===== config.mk =====
export PLATFORM = sky130hd
export DESIGN_NAME = adc_capture
export DESIGN_NICKNAME = d
export VERILOG_FILES = /design/src/rtl/adc_capture.sv
export SDC_FILE = /design/constraint.sdc
export NUM_CORES = 2
export LEC_CHECK = 0
export CAP_MARGIN = 40
export CORE_AREA = 2 2 322 484
export CTS_CLUSTER_SIZE = 25
export DETAILED_ROUTE_END_ITERATION = 10
export DIE_AREA = 0 0 324 486
export PLACE_DENSITY = 0.69
export RECOVER_POWER = 50
export SETUP_SLACK_MARGIN = 0.3
export SLEW_MARGIN = 20
export SYNTH_ARGS = -nofsm -noshare
export SYNTH_HDL_FRONTEND = slang
export SYNTH_SLANG_ARGS = --single-unit

===== constraint.sdc =====
create_clock -name hclk -period 4.3 [get_ports hclk]
set_clock_uncertainty 0.1 [all_clocks]
set_input_delay 0.86 -clock hclk [delete_from_list [all_inputs] [get_ports hclk]]
set_output_delay 0.86 -clock hclk [all_outputs]
set_load 0.005 [all_outputs]

===== src/rtl/adc_capture.sv =====
// ADC sample capture: clock divider, pipeline flush, sample counter
// and a synchronous sample FIFO drained by the host.
module adc_capture #(
  parameter int CLK_DIV    = 4,
  parameter int PIPE_DLY   = 3,
  parameter int FIFO_DEPTH = 256
) (
  input  logic        hclk,
  input  logic        hreset,
  output logic        adc_clk,
  input  logic [7:0]  adc_data,
  input  logic        start,
  input  logic        stop,
  input  logic [15:0] sample_count,
  input  logic        rd_en,
  output logic [7:0]  rd_data,
  output logic        rd_valid,
  output logic        busy,
  output logic        done,
  output logic        fifo_empty,
  output logic        fifo_full,
  output logic        overflow
);

  localparam int DW = $clog2(CLK_DIV);
  localparam int AW = $clog2(FIFO_DEPTH);

  typedef enum logic [1:0] {
    S_IDLE,
    S_FLUSH,
    S_CAPTURE,
    S_DONE
  } state_t;

  localparam state_t S_FIRST =
    (PIPE_DLY == 0) ? S_CAPTURE : S_FLUSH;

  logic [DW-1:0] r_div_cnt;
  logic [DW-1:0] w_div_nxt;
  logic          r_adc_clk;
  logic [7:0]    r_adc_q;
  logic          w_strobe;

  state_t        r_state;
  logic [15:0]   r_limit;
  logic [15:0]   r_smp_cnt;
  logic [15:0]   r_fl_cnt;
  logic          r_busy;
  logic          r_done;
  logic [15:0]   w_cnt_inc;
  logic          w_hit;

  logic [7:0]    r_mem [FIFO_DEPTH];
  logic [AW-1:0] r_wp;
  logic [AW-1:0] r_rp;
  logic [AW:0]   r_cnt;
  logic [7:0]    r_rd_data;
  logic          r_rd_valid;
  logic          r_ovf;
  logic          w_empty;
  logic          w_full;
  logic          w_start_ok;
  logic          w_wr_req;
  logic          w_wr;
  logic          w_pop;

  assign w_strobe  = (r_div_cnt == DW'(CLK_DIV - 1));
  assign w_div_nxt = w_strobe ? '0 : r_div_cnt + DW'(1);

  // adc_clk is registered from the next divider value so it lines
  // up with div_cnt: low for the first half of the period.
  always_ff @(posedge hclk) begin
    if (hreset) begin
      r_div_cnt <= '0;
      r_adc_clk <= 1'b0;
      r_adc_q   <= '0;
    end else begin
      r_div_cnt <= w_div_nxt;
      r_adc_clk <= (w_div_nxt >= DW'(CLK_DIV / 2));
      r_adc_q   <= adc_data;
    end
  end

  assign w_empty    = (r_cnt == '0);
  assign w_full     = (r_cnt == (AW+1)'(FIFO_DEPTH));
  assign w_start_ok = (r_state == S_IDLE) && start;
  assign w_wr_req   = (r_state == S_CAPTURE) && w_strobe;
  assign w_pop      = rd_en && !w_empty && !w_start_ok;
  assign w_wr       = w_wr_req && (!w_full || w_pop);
  assign w_cnt_inc  = r_smp_cnt + 16'd1;
  // Dropped samples still count toward the requested total.
  assign w_hit      = w_wr_req && (r_limit != '0)
                      && (w_cnt_inc == r_limit);

  always_ff @(posedge hclk) begin
    if (hreset) begin
      r_state   <= S_IDLE;
      r_limit   <= '0;
      r_smp_cnt <= '0;
      r_fl_cnt  <= '0;
      r_busy    <= 1'b0;
      r_done    <= 1'b0;
    end else begin
      r_done <= 1'b0;
      unique case (r_state)
        S_IDLE: begin
          if (start) begin
            r_limit   <= sample_count;
            r_smp_cnt <= '0;
            r_fl_cnt  <= '0;
            r_busy    <= 1'b1;
            r_state   <= S_FIRST;
          end
        end
        S_FLUSH: begin
          if (stop) begin
            r_busy  <= 1'b0;
            r_done  <= 1'b1;
            r_state <= S_DONE;
          end else if (w_strobe) begin
            r_fl_cnt <= r_fl_cnt + 16'd1;
            if (r_fl_cnt == 16'(PIPE_DLY - 1))
              r_state <= S_CAPTURE;
          end
        end
        S_CAPTURE: begin
          if (w_strobe)
            r_smp_cnt <= w_cnt_inc;
          if (stop || w_hit) begin
            r_busy  <= 1'b0;
            r_done  <= 1'b1;
            r_state <= S_DONE;
          end
        end
        S_DONE: begin
          r_state <= S_IDLE;
        end
      endcase
    end
  end

  always_ff @(posedge hclk) begin
    if (w_wr)
      r_mem[r_wp] <= r_adc_q;
  end

  always_ff @(posedge hclk) begin
    if (hreset) begin
      r_wp       <= '0;
      r_rp       <= '0;
      r_cnt      <= '0;
      r_rd_data  <= '0;
      r_rd_valid <= 1'b0;
      r_ovf      <= 1'b0;
    end else begin
      r_rd_valid <= w_pop;
      if (w_pop)
        r_rd_data <= r_mem[r_rp];
      if (w_start_ok) begin
        r_wp  <= '0;
        r_rp  <= '0;
        r_cnt <= '0;
        r_ovf <= 1'b0;
      end else begin
        if (w_wr)
          r_wp <= r_wp + AW'(1);
        if (w_pop)
          r_rp <= r_rp + AW'(1);
        if (w_wr_req && !w_wr)
          r_ovf <= 1'b1;
        unique case ({w_wr, w_pop})
          2'b10:   r_cnt <= r_cnt + (AW+1)'(1);
          2'b01:   r_cnt <= r_cnt - (AW+1)'(1);
          default: r_cnt <= r_cnt;
        endcase
      end
    end
  end

  assign adc_clk    = r_adc_clk;
  assign rd_data    = r_rd_data;
  assign rd_valid   = r_rd_valid;
  assign busy       = r_busy;
  assign done       = r_done;
  assign fifo_empty = w_empty;
  assign fifo_full  = w_full;
  assign overflow   = r_ovf;

endmodule


=== Word-level counts from Yosys, hierarchy flattened ===
Memories as Yosys holds them, arrays and structs flattened. A register that Yosys moved wholly into a read port is not among the register bits.
Cells that the tools add are included.

* Memories: 1
* Flip-flop bits (word level): 90
* Latch bits: 0
* Bits of input ports: 29
* Memory bits (writable): 2048
* Output and inout bits: 15
* Word-level logic and storage cells: 90
* Bits in read-only memories: 0

* Shift operators: 0
* Mux-type cells: 23
* Equal/unequal tests: 17
* Order comparisons: 1
* Divide/modulo/power cells: 0
* Add/subtract/negate cells: 7
* Bitwise logic cells: 0
* Reductions and logical operators: 27
* $mul: 0

{| class="wikitable"
|+ Memories
! memory !! words !! bits a word !! read ports !! clocked after Yosys merged registers in !! wr ports !! RTL line !! RTL
|-
| r_mem || 256 || 8 || 1 || 1 || 1 || 53 || <nowiki>logic [7:0] r_mem [FIFO_DEPTH];</nowiki>
|}

{| class="wikitable"
|+ Operator list
! operator !! count
|-
| $mux W16 || 4
|-
| $pmux W16 S2 || 2
|-
| $add A16 B1 Y16 const B || 2
|-
| $pmux W9 S2 || 1
|-
| $add A8 B1 Y8 const B || 2
|-
| $eq A16 B16 Y1 || 1
|-
| $eq A16 B2 Y1 const B || 1
|-
| $reduce_bool A16 Y1 || 1
|-
| $mux W2 || 6
|-
| $reduce_and A4 Y1 || 3
|-
| $ne A2 B2 Y1 const B || 5
|-
| $add A9 B1 Y9 const B || 1
|-
| $eq A9 B9 Y1 const B || 1
|-
| $logic_not A9 Y1 || 1
|-
| $sub A9 B1 Y9 const B || 1
|-
| $eq A2 B2 Y1 const B || 4
|-
| $logic_and A1 B1 Y1 || 8
|-
| $pmux W2 S4 || 1
|-
| $mux W1 || 7
|-
| $ne A3 B3 Y1 const B || 2
|-
| $reduce_bool A2 Y1 || 3
|-
| $eq A2 B1 Y1 const B || 2
|-
| $logic_not A1 Y1 || 4
|-
| $pmux W1 S3 || 1
|-
| other kinds (10) || 11
|}

=== Longest topological paths before layout ===
* Depth after elaboration: 8
* Mapped depth: 17
* Depth with buffers taken out: 15

=== Least setup slack after synthesis ===
Ideal clock, no wire load.

* Path kind: reg-to-reg
* From: reg r_adc_q[0]
* To: mem r_mem[0][0] (data pin)
* Required time: 3.348 ns
* Data arrival time: 3.382 ns
* Setup slack: -0.034 ns
* Stages on the path, launching flop included: 1
* Cells stage by stage: dfxtp_1

{| class="wikitable"
|+ RTL lines
! item !! RTL line !! RTL
|-
| start, declared || 41 || <nowiki>logic [7:0] r_adc_q;</nowiki>
|-
| start signal, assigned || 80 || <nowiki>r_adc_q <= adc_data;</nowiki>
|-
| end, declared || 53 ||
|}

Straight into the memory's write port.

=== Worst setup path in the final report ===
* From: in hreset
* To: reg r_rp[7]

* Longest elaborated chain between the ends: 1

{| class="wikitable"
|+ Ends and longest elaborated chain
! item !! RTL line !! RTL
|-
| start, declared || 9 || <nowiki>input logic hreset,</nowiki>
|-
| $reduce_or A2 Y1 (no line) || - ||
|-
| end signal, assigned || 168 || <nowiki>r_rp <= r_rp + AW'(1);</nowiki>
|-
| end, declared || 55 || <nowiki>logic [AW-1:0] r_rp;</nowiki>
|}

Every way passes these cells.
A chain may end at the register's enable or synchronous reset.

==> flow_summary.yaml <==
floorplan:
  start_util_pct: 54.8
  core_region_area_mm2: 0.153
  die-area_mm2: 0.157
  die_w_um: 324
  boundaryPins: 44
  chipHeight_um: 486
  std_cell_rows: 176
cells_and_area:
  final_layout_size_suffix_gt1_share_pct: 28.4
  fillcell_total: 10300
  area_growth_syn_to_layout_pct: 14.1
  stdcell_area_mm2: 0.0956
  finish.utilization_pct: 62.5
  final_layout_net_count: 4535
  count_of_placed_standard_cells_in_the_final_layout_fillers_left_out: 6679
timing:
  final_max_slew_viol_count: 1220
  final.min_clock_period_ns: 3.92
  timing_worst_slew_pin_value_ns: 3.52
  timing.final.ws_setup_ns: 0.381
  achievable-frequency_mhz: 255
  layout_worst_path_cycle_share_pct: 91.1
  finalHoldWorstSlack_ns: 0.370
  worst_slew_margin_rel_pct: -135
  rsz0062_at_grt: "no"
  final-hold-violation-count: 0
  setup_tns_ns: 0
  setup_violations: 0
clock_network:
  clock_path_buffers: 3
  cts_buffers: 183
  clk_pin_slew_worst_paths_ns: 0.06
  clkSinkCount: 2145
  cts-htree-levels: 4
  cts-hold-fix-buffers: 0
  worstSkewPairLatency_ns: 0.82
  cts_root_buf: "sky130_fd_sc_hd__clkbuf_16"
  tritoncts_clock_tree: "yes"
power:
  power_density_mw_per_mm2: 433
  p_leak_nw: 32.7
  irDropWorstVdd_mv: 0.328
  finalPower_mw: 41.4
critical_path:
  cp_slowest_cell: "sky130_fd_sc_hd__clkbuf_1"
  worst_r2r_endpoint: "r_mem[136][0]$_DFFE_PP_"
  worst-r2r-cell-count: 1
  path_buf_inv: 5
  critical_path.startpoint_type: "input pin"
  reg2reg_setup_slack_ns: 0.45
  worst-endpoint-required_ns: 4.89
  worst-endpoint-arrival_ns: 4.51
  end_kind: "flip-flop"
  critical_path.max_fanout: 48
  critPathKind: "in2reg"
  cpPeakStageDelay_ns: 1.72
  crit_top_cell: "sky130_fd_sc_hd__clkbuf_1"
  crit_path_cell_trace: "clkbuf_1, clkbuf_1, inv_1, clkbuf_1, nand2_1, clkbuf_2, nor2_1"
  timing.critical_path.max_delay_family: "buffers and inverters"
  timing.rr.start: "r_adc_q[0]$_SDFF_PP0_"
hold_path:
  whs_endpoint: "r_div_cnt[0]$_SDFF_PP0_"
  min_from: "r_div_cnt[0]$_SDFF_PP0_"
  hold_path.class: "reg2reg"
  min_delay_path_depth: 1
detailed_routing:
  post_drt_via_cell_ratio: 6.27
  route.final.wire_length_mm: 203
  post_drt_wl_per_cell_um: 30.4
  drt_first_pass_iters: 6
  final_antenna_net_count: 0
  dr_total_vias: 41900
  drt_drc_violations_left: 0
  first_iter_violations: 4594
yosys:
  synth_fp_nets: 4078
  number_of_flops_mapped_to_enable_cells_by_yosys: 2048
  synthesis.yosys.warnings: 0
  synthesis_stage_register_bit_count: 2145
  post_synth_instance_area_mm2: 0.0838
  mapped_cells: 4028
  proportion_of_synthesized_chip_area_in_sequential_cells_pct: 75.7
  synthArstFlopShare_pct: 0
  syn-mean-instance-area_um2: 20.8
  synth_ff_type: "sky130_fd_sc_hd__edfxtp_1"
  synthDistinctLibCells: 74
placed_design:
  place.port_buffers: 43
  placedInstanceArea_mm2: 0.0897
  dpl.hpwl_mm: 129
  place_congestion: 0.879
  dp_cells: 6345
  pre_cts_ws_ns: 0.249
flow_run:
  max-cap-violations: 20
global_route:
  grt_util_all_layers_pct: 26.1
  global_route.overflow_total: 0
  global_route_wire_length_before_repair_mm: 293
  grt_pass1_vias: 42600
  grt_max_degree: 140
  grt_antenna_before_repair: 2
run_status:
  violations_in_the_final_reports: "capacitance limit, slew limit"
  outcome: "finished, violations left"
layer usage:
metal	vias up	GRT usage, %	wire length [µm]
li1	17600	-	-
met3	400	3.94	13500
met2	1839	44.7	105000
met1	22100	32.8	73300
met5	-	0	12
met4	2	12.5	10900
what timing repair did:
action	CTS	global route
resized for setup	0	3
endpoints found under the setup margin	0	3
buffers inserted	0	0
cells in the final DEF (no fill, tap or decap), types with 27 or more instances in the layout:
master                            count
sky130_fd_sc_hd__buf_4              402
sky130_fd_sc_hd__nand3_1             27
sky130_fd_sc_hd__a21oi_1             69
sky130_fd_sc_hd__mux4_2             567
sky130_fd_sc_hd__clkinv_1            29
sky130_fd_sc_hd__mux2i_1             61
sky130_fd_sc_hd__a22oi_1             92
sky130_fd_sc_hd__nor2_1             346
sky130_fd_sc_hd__clkbuf_1            50
sky130_fd_sc_hd__nand2_1            114
sky130_fd_sc_hd__edfxtp_1          2048
sky130_fd_sc_hd__clkbuf_16          186
sky130_fd_sc_hd__dfxtp_1             91
sky130_fd_sc_hd__bufinv_16           27
sky130_fd_sc_hd__xnor2_1             30
sky130_fd_sc_hd__clkdlybuf4s50_1     42
sky130_fd_sc_hd__clkinv_2            29
logic make-up (layout without fill, tap and decap cells):
group	after synthesis	after routing	synth area share, %
AND/OR/NAND/NOR	613	613	3.23
AO/OA/AOI/OAI	310	310	2.59
adder cells (fa/ha/maj)	21	21	0.323
other	0	1	0
buffers and inverters	254	857	1.58
multiplexers	630	630	16.0
XOR/XNOR	55	55	0.575
flip-flops	2145	2145	75.7
layout make-up:
cell class	instances	area (µm²)	share of cell area [%]
multi-input cells	1629	19100	20.0
diodes	1	2.50	0.00262
repair buffers	510	4270	4.47
inverters	16	61.3	0.0641
clock buffers	222	4800	5.02
clock inverters	109	1360	1.42
flip-flops and latches	2145	63500	66.4
well taps	2047	2560	2.68
sequential cells by signal, summed over array words and instances (netlist names):
| register | cells |
|---|---|
| r_state | 2 |
| done | 1 |
| r_rp | 8 |
| r_smp_cnt | 16 |
| r_mem | 2048 |
| r_div_cnt | 2 |
| overflow | 1 |
| r_adc_q | 8 |
| rd_data | 8 |
| r_wp | 8 |
| r_fl_cnt | 16 |
| r_limit | 16 |
| rd_valid | 1 |
| busy | 1 |
| r_cnt | 9 |
report_power, final:
group / switching (mW) / total [mW] / internal, mW / leakage [nW]
Sequential: 0.100 / 23.0 / 22.9 / 22.0
Combinational: 0.852 / 1.31 / 0.454 / 7.73
Clock: 7.42 / 17.0 / 9.62 / 2.99
Total: 8.37 / 41.4 / 33.0 / 32.7
synthesized netlist by cell type, types with 3 or more instances:
library cell                  n  share of area [%]
sky130_fd_sc_hd__mux4_2     567                 15
sky130_fd_sc_hd__o21ai_0     16              0.096
sky130_fd_sc_hd__o22ai_1     10              0.075
sky130_fd_sc_hd__o41ai_1      4              0.042
sky130_fd_sc_hd__clkbuf_1   107               0.48
sky130_fd_sc_hd__a22oi_1     92               0.82
sky130_fd_sc_hd__o211ai_1    11              0.099
sky130_fd_sc_hd__o21a_1       3              0.027
sky130_fd_sc_hd__buf_1       16              0.072
sky130_fd_sc_hd__nor2b_1     22               0.16
sky130_fd_sc_hd__xnor2_1     30               0.31
sky130_fd_sc_hd__or4_1        5              0.045
sky130_fd_sc_hd__ha_1        20               0.30
sky130_fd_sc_hd__dfxtp_1     97                2.3
sky130_fd_sc_hd__nor2_1     349                1.6
sky130_fd_sc_hd__nor4_1      13              0.097
sky130_fd_sc_hd__nand2_1    114               0.51
sky130_fd_sc_hd__o221ai_1    10               0.10
sky130_fd_sc_hd__edfxtp_1  2048                 73
sky130_fd_sc_hd__or3_1        9              0.067
sky130_fd_sc_hd__inv_1       15              0.067
sky130_fd_sc_hd__a21oi_1     69               0.41
sky130_fd_sc_hd__o21ai_1      9              0.054
sky130_fd_sc_hd__and4_1       3              0.031
sky130_fd_sc_hd__buf_4       18               0.16
sky130_fd_sc_hd__xor2_1      25               0.26
sky130_fd_sc_hd__a311oi_1     4              0.042
sky130_fd_sc_hd__and2_1       7              0.052
sky130_fd_sc_hd__and3_1      12              0.090
sky130_fd_sc_hd__nand3_1     30               0.18
sky130_fd_sc_hd__buf_2       71               0.42
sky130_fd_sc_hd__a211oi_1    20               0.18
sky130_fd_sc_hd__nand2b_1     7              0.052
sky130_fd_sc_hd__nand4_1      9              0.067
sky130_fd_sc_hd__buf_6       23               0.31
sky130_fd_sc_hd__a22o_1      13               0.14
sky130_fd_sc_hd__a21boi_0    10              0.090
sky130_fd_sc_hd__a211o_1      6              0.063
sky130_fd_sc_hd__nand3_2      3              0.036
sky130_fd_sc_hd__nor3_1      16              0.096
sky130_fd_sc_hd__mux2i_1     61               0.73
sky130_fd_sc_hd__a221oi_1     9              0.094
sky130_fd_sc_hd__nor4b_1      3              0.031
worst max path at each step:
| stage | startpoint | to | slack [ns] | cells after the start |
|---|---|---|---|---|
| floorplan | start | r_cnt[8]$_SDFFE_PP0P_ | 0.55 | 15 |
| global placement | start | r_cnt[8]$_SDFFE_PP0P_ | 0.12 | 15 |
| detailed placement | start | r_cnt[8]$_SDFFE_PP0P_ | 0.25 | 15 |
| CTS | r_rp[0]$_SDFFE_PP0P_ | rd_data[6]$_SDFFE_PP0P_ | 0.34 | 9 |
| global route | r_adc_q[1]$_SDFF_PP0_ | r_mem[218][1]$_DFFE_PP_ | 0.22 | 1 |
| finish | hreset | r_rp[7]$_SDFFE_PP0P_ | 0.38 | 7 |
(Power assumes the default switching activity.)
